--- config.mk ---
export PLATFORM = sky130hd
export DESIGN_NAME = sar_search_ctrl
export DESIGN_NICKNAME = d
export VERILOG_FILES = /design/src/rtl/sar_pkg.sv /design/src/rtl/sar_settle_cnt.sv /design/src/rtl/sar_search_ctrl.sv
export SDC_FILE = /design/constraint.sdc
export NUM_CORES = 1
export LEC_CHECK = 0
export BUFFER_PORTS_ARGS = -buffer_cell sky130_fd_sc_hd__buf_2
export CAP_MARGIN = 20
export CORE_ASPECT_RATIO = 1.1
export CORE_MARGIN = 2
export CORE_UTILIZATION = 56
export CTS_CLUSTER_SIZE = 8
export DETAILED_ROUTE_END_ITERATION = 12
export MAX_ROUTING_LAYER = met4
export PLACE_DENSITY_LB_ADDON = 0.25
export SLEW_MARGIN = 25
export SYNTH_ARGS = -nofsm -noshare
export SYNTH_HDL_FRONTEND = slang
export SYNTH_SLANG_ARGS = --single-unit
--- constraint.sdc ---
create_clock -name clk -period 4.4 [get_ports clk]
set_input_delay 0.44 -clock clk [delete_from_list [all_inputs] [get_ports clk]]
set_output_delay 0.44 -clock clk [all_outputs]
set_load 0.02 [all_outputs]
--- src/rtl/sar_pkg.sv ---
// Shared definitions for the successive-approximation search controller.
//   sar_state_e   : controller state encoding (idle, trial in progress, done pulse)
//   SETTLE_MAX    : largest supported per-trial settle wait
//   SETTLE_W      : settle counter width, sized to hold SETTLE_MAX
//   sar_width_ok  : legal code-width range check used at elaboration
package sar_pkg;

    typedef enum logic [1:0] {
        ST_IDLE,
        ST_TRIAL,
        ST_DONE
    } sar_state_e;

    localparam int unsigned SETTLE_MAX = 15;
    localparam int unsigned SETTLE_W   = $clog2(SETTLE_MAX + 1);

    function automatic bit sar_width_ok(input int unsigned w);
        return (w >= 2) && (w <= 16);
    endfunction

endpackage

--- src/rtl/sar_settle_cnt.sv ---
// Loadable down-counter pacing the settle wait of each trial.
//   clk      : clock
//   rst      : synchronous active-high reset (count to zero)
//   load     : load load_val (has priority over dec)
//   load_val : value to load
//   dec      : decrement by one; holds at zero
//   cnt      : current count
//   zero     : count equals zero
module sar_settle_cnt #(
    parameter int unsigned CNT_W = 4
) (
    input  logic             clk,
    input  logic             rst,
    input  logic             load,
    input  logic [CNT_W-1:0] load_val,
    input  logic             dec,
    output logic [CNT_W-1:0] cnt,
    output logic             zero
);

    logic [CNT_W-1:0] cnt_q;
    logic [CNT_W-1:0] cnt_d;

    always_comb begin
        cnt_d = cnt_q;
        if (load) begin
            cnt_d = load_val;
        end else if (dec && (cnt_q != '0)) begin
            cnt_d = cnt_q - CNT_W'(1);
        end
    end

    always_ff @(posedge clk) begin
        if (rst) begin
            cnt_q <= '0;
        end else begin
            cnt_q <= cnt_d;
        end
    end

    assign cnt  = cnt_q;
    assign zero = (cnt_q == '0);

endmodule

--- src/rtl/sar_search_ctrl.sv ---
// Successive-approximation search controller. Drives a WIDTH-bit trial code y to an external
// DAC/comparator, waits SETTLE cycles per trial, and resolves one bit per trial MSB-first from
// cmp_hi. The final code is the largest code for which the comparator stayed low.
// Optional feature macro: SAR_EARLY_EXIT_EN adds cmp_eq; an exact match ends the search early.
//   clk     : clock, all logic on posedge
//   rst     : synchronous active-high reset
//   start   : begin conversion (accepted only in idle)
//   abort   : cancel conversion, back to idle, no done (wins over start)
//   cmp_eq  : comparator equality flag (only with SAR_EARLY_EXIT_EN)
//   cmp_hi  : comparator, 1 = trial code above analog input
//   y       : trial code to DAC; holds the result while idle
//   x       : bit index under trial
//   result  : final code, held until the next conversion completes
//   busy    : conversion in progress, including the done cycle
//   done    : one-cycle pulse, result valid in the same cycle
module sar_search_ctrl
    import sar_pkg::*;
#(
    parameter int unsigned WIDTH  = 10,
    parameter int unsigned SETTLE = 0,
    parameter int unsigned IDX_W  = $clog2(WIDTH)
) (
    input  logic             clk,
    input  logic             rst,
    input  logic             start,
    input  logic             abort,
`ifdef SAR_EARLY_EXIT_EN
    input  logic             cmp_eq,
`endif
    input  logic             cmp_hi,
    output logic [WIDTH-1:0] y,
    output logic [IDX_W-1:0] x,
    output logic [WIDTH-1:0] result,
    output logic             busy,
    output logic             done
);

    if (!sar_width_ok(WIDTH) || (SETTLE > SETTLE_MAX)) begin : g_bad_param
        $error("sar_search_ctrl: WIDTH must be 2..16 and SETTLE 0..15");
    end

    localparam logic [WIDTH-1:0]    ONE      = WIDTH'(1);
    localparam logic [WIDTH-1:0]    MSB_MASK = ONE << (WIDTH - 1);
    localparam logic [IDX_W-1:0]    X_MSB    = IDX_W'(WIDTH - 1);
    localparam logic [SETTLE_W-1:0] SETTLE_V = SETTLE_W'(SETTLE);

    sar_state_e       state_q, state_d;
    logic [WIDTH-1:0] y_q, y_d;
    logic [IDX_W-1:0] x_q, x_d;
    logic [WIDTH-1:0] result_q, result_d;

    logic                cnt_load;
    logic                cnt_dec;
    logic                cnt_zero;
    logic [SETTLE_W-1:0] cnt_val;
    logic                eq_hit;
    logic [WIDTH-1:0]    bit_mask;
    logic [WIDTH-1:0]    y_trial;

    sar_settle_cnt #(
        .CNT_W (SETTLE_W)
    ) u_settle_cnt (
        .clk      (clk),
        .rst      (rst),
        .load     (cnt_load),
        .load_val (SETTLE_V),
        .dec      (cnt_dec),
        .cnt      (cnt_val),
        .zero     (cnt_zero)
    );

`ifdef SAR_EARLY_EXIT_EN
    assign eq_hit = cmp_eq;
`else
    assign eq_hit = 1'b0;
`endif

    // One-hot mask of the bit under trial.
    assign bit_mask = ONE << x_q;

    always_comb begin
        state_d  = state_q;
        y_d      = y_q;
        x_d      = x_q;
        result_d = result_q;
        cnt_load = 1'b0;
        cnt_dec  = 1'b0;
        y_trial  = cmp_hi ? (y_q & ~bit_mask) : y_q;

        unique case (state_q)
            ST_IDLE: begin
                if (!abort && start) begin
                    y_d      = MSB_MASK;
                    x_d      = X_MSB;
                    cnt_load = 1'b1;
                    state_d  = ST_TRIAL;
                end
            end
            ST_TRIAL: begin
                if (abort) begin
                    // Return y to the last good result so the idle invariant holds.
                    y_d     = result_q;
                    x_d     = '0;
                    state_d = ST_IDLE;
                end else if (!cnt_zero) begin
                    cnt_dec = 1'b1;
                end else if (eq_hit) begin
                    // Exact match: current trial bit stays set, lower bits are already zero.
                    result_d = y_q;
                    state_d  = ST_DONE;
                end else if (x_q != '0) begin
                    y_d      = y_trial | (bit_mask >> 1);
                    x_d      = x_q - IDX_W'(1);
                    cnt_load = 1'b1;
                end else begin
                    y_d      = y_trial;
                    result_d = y_trial;
                    state_d  = ST_DONE;
                end
            end
            ST_DONE: begin
                state_d = ST_IDLE;
            end
            default: begin
                state_d = ST_IDLE;
            end
        endcase
    end

    always_ff @(posedge clk) begin
        if (rst) begin
            state_q  <= ST_IDLE;
            y_q      <= '0;
            x_q      <= '0;
            result_q <= '0;
        end else begin
            state_q  <= state_d;
            y_q      <= y_d;
            x_q      <= x_d;
            result_q <= result_d;
        end
    end

    assign y      = y_q;
    assign x      = x_q;
    assign result = result_q;
    assign busy   = (state_q != ST_IDLE);
    assign done   = (state_q == ST_DONE);

    logic unused_cnt;
    assign unused_cnt = ^cnt_val;

endmodule

### Word level (Yosys, flattened, before mapping)

Index checks and enable logic that the tools add are counted.

* register bits: 30
* input bits: 5
* output and inout bits: 26
* logic and storage cells: 57

* add/sub/neg operators: 2
* eq/ne operators: 6
* shift operators: 1
* mux-type cells: 24
* bitwise operators: 5
* reduce and logical (&&, ||, !) cells: 14

Operator list (number)
* 2-to-1 mux 10 bit: 5
* one-hot mux 10 bit (2 select lines): 1
* 2-to-1 mux 4 bit: 4
* bitwise AND 10 bit: 1
* inverter 10 bit: 1
* bitwise OR 10 x 9 -> 10 bit: 1
* left shift 1 x 4 -> 10 bit (first input constant): 1
* != test 3 bit (second input constant): 3
* 2-to-1 mux 2 bit: 4
* one-hot mux 4 bit (2 select lines): 1
* AND reduction 4 bit: 2
* nonzero test 4 bit: 2
* subtractor 4 x 1 -> 4 bit (second input constant): 2
* 2-to-1 mux 1 bit: 7
* AND reduction 3 bit: 2
* zero test 4 bit: 1
* one-hot mux 2 bit (2 select lines): 1
* nonzero test 2 bit: 2
* equality test 2 x 1 -> 1 bit (second input constant): 1
* equality test 2 bit (second input constant): 1
* logical AND 1 bit: 2
* zero test 2 bit: 1
* != test 2 bit (second input constant): 1
* inverter 1 bit: 2
* 3 further kinds: 3

### Longest topological paths before layout

Gate-level depths: netlist of the first run.

* depth in word-level cells: 9
* depth in mapped cells: 8
* depth with buffers taken out: 6

### Cells and area by module

From an unflattened synthesis of the first run, not the netlist that was laid out.

* cells, all modules: 199
* area, all modules: 1676.6 sq um

Modules (own cells, without submodules)
* sar_search_ctrl: instances 1, cells an instance 170, area each 1413.9 sq um, seq. area each 520.5 sq um
* sar_settle_cnt: instances 1, cells an instance 29, area each 262.8 sq um, seq. area each 80.1 sq um

### Worst setup path after synthesis of the first run

OpenSTA, ideal clock, no wires.

* path type: register -> register
* start point: register x_q[0], in the netlist x[0]
* end point: register result_q[4], in the netlist result[4]
* library setup time: 132 ps
* data arrival time: 1929 ps
* data required time: 4268 ps
* setup slack: 2339 ps
* cell stages (with the launch flop): 9
* buffers on the path: 2
* period minus slack after synthesis: 2061 ps
* cell sequence: dfxtp_1 > inv_1 > ha_1 > buf_2 > or3b_2 > or3_4 > buf_2 > nand2_1 > a21oi_1

* longest elaborated chain between the ends: 4
* elaborated cells on any way between the ends: 7
* classes of those cells: 1 x shift; 1 x mux; 3 x bitwise; 2 x reduce/logical

Ends and longest elaborated chain
* from (decl): RTL line sar_search_ctrl.sv:49 `logic [IDX_W-1:0] x_q, x_d;`
* from (signal assigned): RTL line sar_search_ctrl.sv:134 `x_q <= '0;`
* from (signal assigned): RTL line sar_search_ctrl.sv:139 `x_q <= x_d;`
* left shift 1 x 4 -> 10 bit: RTL line sar_search_ctrl.sv:79 `assign bit_mask = ONE << x_q;`
* inverter 10 bit: RTL line sar_search_ctrl.sv:88 `y_trial = cmp_hi ? (y_q & ~bit_mask) : y_q;`
* bitwise AND 10 bit: RTL line sar_search_ctrl.sv:88
* 2-to-1 mux 10 bit: RTL line sar_search_ctrl.sv:88
* to (signal assigned): RTL line sar_search_ctrl.sv:140 `result_q <= result_d;`
* to (decl): RTL line sar_search_ctrl.sv:50 `logic [WIDTH-1:0] result_q, result_d;`

Several ways; a longest one is shown, not always the timed one.
A chain may end at the register's enable or synchronous reset.

### Worst setup path in the final report of the first run

* start point: register x_q[0], in the netlist x[0]
* end point: register result_q[0], in the netlist result[0]

Same word-level chain as after synthesis.

==> flow_summary.rst, run 1 <==
.. list-table::
   :header-rows: 1

   * - Metric
     - Value
   * - Origin of the worst min-delay path
     - result[2]$_SDFFE_PP0P_
   * - Register-to-register path setup slack
     - between 2000 and 2500 ps
   * - Number of DRC markers after the initial detailed-route iteration
     - 71
   * - Grt ovf
     - 0
   * - Vias in the first global route
     - 1465
   * - Slew at the pin closest to its max-slew limit
     - just under 700 ps
   * - Sequential cell area
     - between 600 and 700 µm²
   * - Final number of max-transition violations
     - 0
   * - Clock latency reported for the late side of the worst-skew pair
     - between 300 and 400 ps
   * - Yosys top cell area share
     - approximately 37%
   * - Final critical path time including I/O delays and setup
     - roughly 2300 ps
   * - Average vias per placed instance
     - around 6.0
   * - Clock sink total
     - 30
   * - Count of antenna-violating nets left after detailed routing
     - 0
   * - CP arrival
     - 2530 ps
   * - Die span in x
     - around 55 µm
   * - Number of synthesized flops with an enable pin
     - 0
   * - Number of nets at the end of the flow
     - 238
   * - Largest net degree at the start of global routing
     - 29
   * - Number of max-cap violations
     - 0
   * - Final period utilization
     - just over 50%
   * - Worst setup SP type
     - register
   * - Post-CTS sizing
     - 0
   * - Synthesis-to-finish area growth
     - 12.2%
   * - Critical path start-end classification
     - reg2reg
   * - Peak VDD IR
     - about 0.00024 V
   * - Clock buffers created by TritonCTS
     - 5
   * - Fin Clk Skew
     - between 5 and 6 ps
   * - DRC violations left
     - 0
   * - CP Data Required Time
     - between 4000 and 5000 ps
   * - Run status
     - complete, no violations
   * - Initial core utilization
     - 58.9%
   * - Root Driver
     - sky130_fd_sc_hd__clkbuf_4
   * - Final-report setup violation count
     - 0
   * - Synthesized cell area
     - roughly 0.0016 mm²
   * - Hold violation total from the final report
     - 0
   * - Port bufs
     - 30
   * - Number of buffers between clock root and the deepest sink
     - 2
   * - I/O pins
     - 31
   * - Routed wire per std cell
     - 14.7 µm
   * - HPWL after detailed placement
     - 2.72 mm
   * - Diodes inserted
     - 0
   * - Final weighted congestion in routability-driven placement
     - between 0.9 and 1
   * - Endpoint of the most critical register-to-register path
     - result[0]$_SDFFE_PP0P_
   * - Gate Count Post-Synth
     - around 200
   * - Proportion of synthesized flip-flops having asynchronous set or reset
     - 0%
   * - Synth cell types
     - 39
   * - Leakage power of the design
     - around 0.76 nW
   * - Share of the yosys chip area belonging to registers
     - a little under two fifths
   * - Worst Hold Class
     - reg2reg
   * - Hold Path Sink
     - result[2]$_SDFFE_PP0P_
   * - Largest fanout on the critical path
     - 9
   * - Die Footprint
     - between 0.003 and 0.004 mm²
   * - Total area of multi-input combinational cells
     - 943 µm²
   * - Unrepaired setup endpoints after global routing
     - no
   * - Total routing resource utilization after global routing
     - 26.0%
   * - Hold path cells
     - 2
   * - Antenna violations before repair
     - 0
   * - Hold-fix buffers, CTS
     - 0
   * - Fill cells
     - between 200 and 250
   * - Main flop type after synthesis
     - sky130_fd_sc_hd__dfxtp_1
   * - Kind of end point of the critical path
     - register
   * - Synthesized Nets
     - ~210
   * - Worst reg2reg startpoint
     - x[0]$_SDFFE_PP0P_
   * - Row Count
     - 20
   * - Upper clock frequency limit
     - 439 MHz
   * - Cell taking the most area after synthesis
     - sky130_fd_sc_hd__dfxtp_1
   * - Height of the chip
     - between 60 and 70 µm
   * - Flop and latch count out of synthesis
     - 30
   * - DRT Wirelength
     - approximately 3.8 mm
   * - Largest cells by area after synthesis
     - sky130_fd_sc_hd__dfxtp_1, sky130_fd_sc_hd__a21oi_1, sky130_fd_sc_hd__ha_1
   * - R2R cell count
     - 6
   * - First-pass GRT wire length
     - 6.57 mm
   * - Fraction of layout instances using a drive strength above 1
     - 18.4%
   * - Beginning of the critical path
     - x[0]$_SDFFE_PP0P_
   * - # Post-CTS Setup Buffers
     - 0
   * - Placeable core region
     - roughly 0.0028 mm²
   * - Power density normalized to cell area
     - approximately 300 mW/mm²
   * - Warnings, synthesis
     - 0
   * - Count of vias placed by the detailed router
     - approximately 1600
   * - Clock transition at the registers of the reported paths
     - roughly 90 ps
   * - Mean area per synthesized cell
     - 8.06 µm²
   * - Total negative slack
     - 0 ps
   * - Worst-case headroom to the max-slew limit
     - 53.8%
   * - Count of H-tree levels built during CTS
     - 2
   * - Layout Utilization
     - between 60% and 70%
   * - CTS tree
     - done
   * - First-pass DRT Iterations
     - 4
## layer usage
layer / share of wire (%) / track usage (%)
met5: 0 / -
met4: 3.5 / 15.3
met3: 6.4 / 7.46
met2: 48 / 41.8
met1: 42 / 29.4
## flip-flops by register name, indices dropped and copies added (netlist names)
signal and count:
state_q 2, result 10, x 4, y 10
u_settle_cnt.cnt 4
## logic make-up after synthesis
group | count (synthesis) | synth area share, %
compound gates | 66 | 25.6
simple gates | 80 | 26.9
fa+ha+maj | 6 | 4.63
flops | 30 | 37.1
buf+inv | 17 | 4.71
xor+xnor | 1 | 0.541
mux | 1 | 0.618
## report_power, final
part,internal [mW],leakage (nW),switching (mW)
logic,0.0290,0.484,0.0505
registers,0.277,0.243,0.00869
clock network,0.0773,0.0353,0.0940
total,0.383,0.762,0.153
## metrics by stage
stage	worst slack [ps]	hold slack, ps	cells	power (mW)	cell area, µm²
floorplan	2340	466	201	0.350	1620
global placement	2260	449	253	0.368	1760
detailed placement	2170	456	253	0.370	1760
CTS	2150	469	261	0.539	1820
global route	1940	487	261	0.562	1820
finish	2120	465	261	0.536	1820
## layout make-up
type / count / area share [%]
multi-input combinational: 154 / 51.9
sequential: 30 / 33.0
timing repair buffer: 30 / 8.26
clock buffer: 7 / 3.03
tap: 33 / 2.27
inverter: 6 / 1.24
clock inverter: 1 / 0.275
## synthesized netlist by cell type, drive strengths merged, types with 4 or more instances
cell type	number
inv	6
a21oi	30
nor3	4
ha	6
or2	7
nor2b	9
dfxtp	30
a32o	4
o21ai	11
buf	5
clkbuf	6
nor2	15
nand2	19
or3b	4
nand2b	10
a22o	6
## worst max-delay path by stage
stage	to	slack, ps
floorplan	result[4]$_SDFFE_PP0P_	2340
global placement	result[9]$_SDFFE_PP0P_	2260
detailed placement	result[4]$_SDFFE_PP0P_	2170
CTS	result[4]$_SDFFE_PP0P_	2150
global route	result[3]$_SDFFE_PP0P_	1940
finish	result[0]$_SDFFE_PP0P_	2120
## critical path: stages (launching register included)
cell and delay (ps):
sky130_fd_sc_hd__dfxtp_1 370, sky130_fd_sc_hd__inv_1 140, sky130_fd_sc_hd__ha_1 340, sky130_fd_sc_hd__or3b_2 520, sky130_fd_sc_hd__nor3_1 500, sky130_fd_sc_hd__nand3b_1 140, sky130_fd_sc_hd__a21oi_1 200
## placed cells by master (no fill, tap or decap), types with 2 or more instances in the layout
cell / netlist / routed
sky130_fd_sc_hd__nor3b_1: 2 / 2
sky130_fd_sc_hd__a31oi_1: 2 / 2
sky130_fd_sc_hd__inv_1: 6 / 6
sky130_fd_sc_hd__nor2b_1: 9 / 9
sky130_fd_sc_hd__o211ai_1: 2 / 2
sky130_fd_sc_hd__or2_0: 5 / 5
sky130_fd_sc_hd__or3b_1: 2 / 2
sky130_fd_sc_hd__nand3b_1: 2 / 2
sky130_fd_sc_hd__nand3_1: 2 / 2
sky130_fd_sc_hd__nand2_1: 19 / 19
sky130_fd_sc_hd__a221oi_1: 2 / 2
sky130_fd_sc_hd__o21ai_0: 11 / 11
sky130_fd_sc_hd__nor2_1: 15 / 15
sky130_fd_sc_hd__ha_1: 6 / 6
sky130_fd_sc_hd__nor3_1: 4 / 4
sky130_fd_sc_hd__a21o_1: 2 / 2
sky130_fd_sc_hd__nand2b_1: 10 / 10
sky130_fd_sc_hd__dfxtp_1: 30 / 30
sky130_fd_sc_hd__or2_2: 2 / 2
sky130_fd_sc_hd__clkbuf_4: 0 / 5
sky130_fd_sc_hd__a211oi_1: 2 / 2
sky130_fd_sc_hd__or3b_2: 2 / 2
sky130_fd_sc_hd__buf_2: 4 / 30
sky130_fd_sc_hd__a22o_1: 6 / 6
sky130_fd_sc_hd__a32o_1: 4 / 4
sky130_fd_sc_hd__o21bai_1: 2 / 2
sky130_fd_sc_hd__a21oi_1: 30 / 30
Power figures use the tool's default switching activity.
==> inputs of run 2 (changes only) <==
CORE_UTILIZATION = 54   (was 56)
clock period = 2.2 ns   (was 4.4 ns; I/O delays follow)
==> run 2 against run 1 <==
Net effect: setup slack lost 2100 ps; die area increased by 3.5%; sequential power is 98% higher; global-route usage is 0.26 points lower; design area up 4.1%; sequential share of layout area is 1.3 points lower; worst hold slack lost 200 ps; fmax is 6.3% higher; largest cell class unchanged.
==> flow_summary.rst, run 2 (same netlist as run 1, synthesis figures left out) <==
.. list-table::
   :header-rows: 1

   * - Metric
     - Value
   * - Run status
     - complete, no violations
   * - Total cell area at the placement stage
     - roughly 0.0018 mm²
   * - Hold violation total from the final report
     - 0
   * - Fill cells
     - approximately 240
   * - Clock sink total
     - 30
   * - DRC violations left
     - 0
   * - Antenna violations before repair
     - 0
   * - Hold path cells
     - 3
   * - CP max stage cell
     - sky130_fd_sc_hd__or3b_2
   * - Final period utilization
     - between 90% and 100%
   * - Placeable core region
     - 0.00280 mm²
   * - First-pass GRT wire length
     - 6.62 mm
   * - Count of vias placed by the detailed router
     - between 1500 and 2000
   * - Grt ovf
     - 0
   * - Number of max-cap violations
     - 0
   * - Slew at the pin closest to its max-slew limit
     - just under 700 ps
   * - Worst path cell trace
     - inv_2 > ha_1 > or3b_2 > or3_4 > or2_0 > a21oi_1
   * - Highest-count cells in the layout ignoring fill and taps
     - sky130_fd_sc_hd__a21oi_1, sky130_fd_sc_hd__buf_2, sky130_fd_sc_hd__dfxtp_1, sky130_fd_sc_hd__nand2_1, sky130_fd_sc_hd__nor2_1
   * - CP arrival
     - 2400 ps
   * - Height of the chip
     - around 61 µm
   * - Number of buffers between clock root and the deepest sink
     - 2
   * - Hold-fix buffers, CTS
     - 0
   * - Final critical path time including I/O delays and setup
     - approximately 2100 ps
   * - Unrepaired setup endpoints after global routing
     - no
   * - Diodes inserted
     - 0
   * - Switching Share
     - about 29%
   * - Power Internal
     - around 0.8 mW
   * - I/O pins
     - 31
   * - Power density normalized to cell area
     - 581 mW/mm²
   * - Worst Hold Class
     - in2reg
   * - Total routing resource utilization after global routing
     - 25.8%
   * - Share of total power in sequential cells
     - 51.4%
   * - Delay of the slowest critical-path stage
     - slightly below 500 ps
   * - Average vias per placed instance
     - approximately 6
   * - CTS tree
     - done
   * - Final weighted congestion in routability-driven placement
     - 0.953
   * - Routed wire per std cell
     - about 15 µm
   * - Worst slack, placed
     - 108 ps
   * - Layout Utilization
     - between 60% and 70%
   * - Initial core utilization
     - 57.8%
   * - Worst setup SP type
     - register
   * - Port bufs
     - 30
   * - Die Footprint
     - roughly 0.0035 mm²
   * - Upper clock frequency limit
     - approximately 470 MHz
   * - Count of antenna-violating nets left after detailed routing
     - 0
   * - Number of DRC markers after the initial detailed-route iteration
     - slightly below 70
   * - Clock transition at the registers of the reported paths
     - 100 ps
   * - Kind of end point of the critical path
     - register
   * - Critical path start-end classification
     - reg2reg
   * - Leakage power of the design
     - slightly above 0.8 nW
   * - Number of placed instances with taps included
     - about 260
   * - Final instance area
     - 0.00189 mm²
   * - Count of H-tree levels built during CTS
     - 2
   * - First-pass DRT Iterations
     - 4
   * - Power share of the clock group
     - about a third
   * - Worst-case headroom to the max-slew limit
     - 54.5%
   * - Vias in the first global route
     - approximately 1500
   * - Switch Pwr
     - between 0.3 and 0.4 mW
   * - HPWL after detailed placement
     - 2.97 mm
   * - Synthesis-to-finish area growth
     - 16.8%
   * - Number of nets at the end of the flow
     - between 200 and 250
   * - Clock buffers created by TritonCTS
     - 5
   * - Total area of multi-input combinational cells
     - about 940 µm²
   * - Root Driver
     - sky130_fd_sc_hd__clkbuf_4
   * - Clock latency reported for the late side of the worst-skew pair
     - between 300 and 400 ps
   * - Largest fanout on the critical path
     - 12
   * - Final standard cell count with taps included and fillers excluded
     - around 270
   * - Row Count
     - 20
   * - Total negative slack
     - 0 ps
   * - CP Data Required Time
     - around 2500 ps
   * - Final number of max-transition violations
     - 0
   * - Die span in x
     - roughly 56 µm
   * - Final-report setup violation count
     - 0
   * - R2R cell count
     - 6
   * - Comb pwr share
     - around 17%
   * - Fin Clk Skew
     - slightly above 9 ps
   * - Fraction of layout instances using a drive strength above 1
     - about 23%
   * - Sequential cell area
     - about 600 µm²
   * - Peak VDD IR
     - around 0.00055 V
   * - Largest net degree at the start of global routing
     - 22
   * - Final setup slack of the worst path
     - roughly 59 ps
   * - DRT Wirelength
     - between 4 and 5 mm
-- run 2: final cells by class --
cell class,instances,share of cell area (%)
Tap cell,33,2.18
Multi-Input combinational cell,154,49.8
Clock buffer,7,2.91
Sequential cell,30,31.7
Clock inverter,1,0.264
Timing Repair Buffer,40,11.9
Inverter,6,1.19
-- run 2: repair_timing --
| action | CTS | global route |
|---|---|---|
| endpoints found under the setup margin | 0 | 1 |
| buffers inserted | 0 | 2 |
| resized for setup | 0 | 2 |
| endpoints found under the hold margin | 0 | 0 |
-- run 2: path summary, 6_finish.rpt --
path	slack [ps]	end	startpoint
worst max-delay path	60	result[5]$_SDFFE_PP0P_	x[0]$_SDFFE_PP0P_
worst min register to register	470	result[1]$_SDFFE_PP0P_	result[1]$_SDFFE_PP0P_
worst max register to register	60	result[5]$_SDFFE_PP0P_	x[0]$_SDFFE_PP0P_
worst min-delay path	270	result[0]$_SDFFE_PP0P_	cmp_hi
-- run 2: power by group through the flow --
stage | sequential [mW] | combinational, mW | clock, mW
global placement | 0.577 | 0.174 | 0
global route | 0.568 | 0.199 | 0.374
detailed placement | 0.578 | 0.179 | 0
finish | 0.565 | 0.186 | 0.349
CTS | 0.565 | 0.180 | 0.353
floorplan | 0.588 | 0.111 | 0
-- run 2: per-layer routing --
metal,global-route usage (%),wire (µm),up-vias,part of all wire (%)
li1,-,-,788,-
met3,6.51,260,10,6.2
met2,40.3,1930,68,46
met5,-,0,-,0
met1,31.9,1890,765,45
met4,11.6,87,0,2.1
-- run 2: worst max-delay path, delay by kind of cell, from the launching register on --
family	cells	cell delay, ps
AOI/OAI and AO/OA	1	160
adders and majority gates	1	170
DFF	1	380
buffers and inverters	1	120
and+or+nand+nor	3	1220
-- run 2: through the flow --
step,hold WS [ps],power (mW)
after global placement,446,0.751
after CTS,257,1.10
after floorplan,406,0.699
after global routing,258,1.14
final,267,1.10
after detailed placement,457,0.757
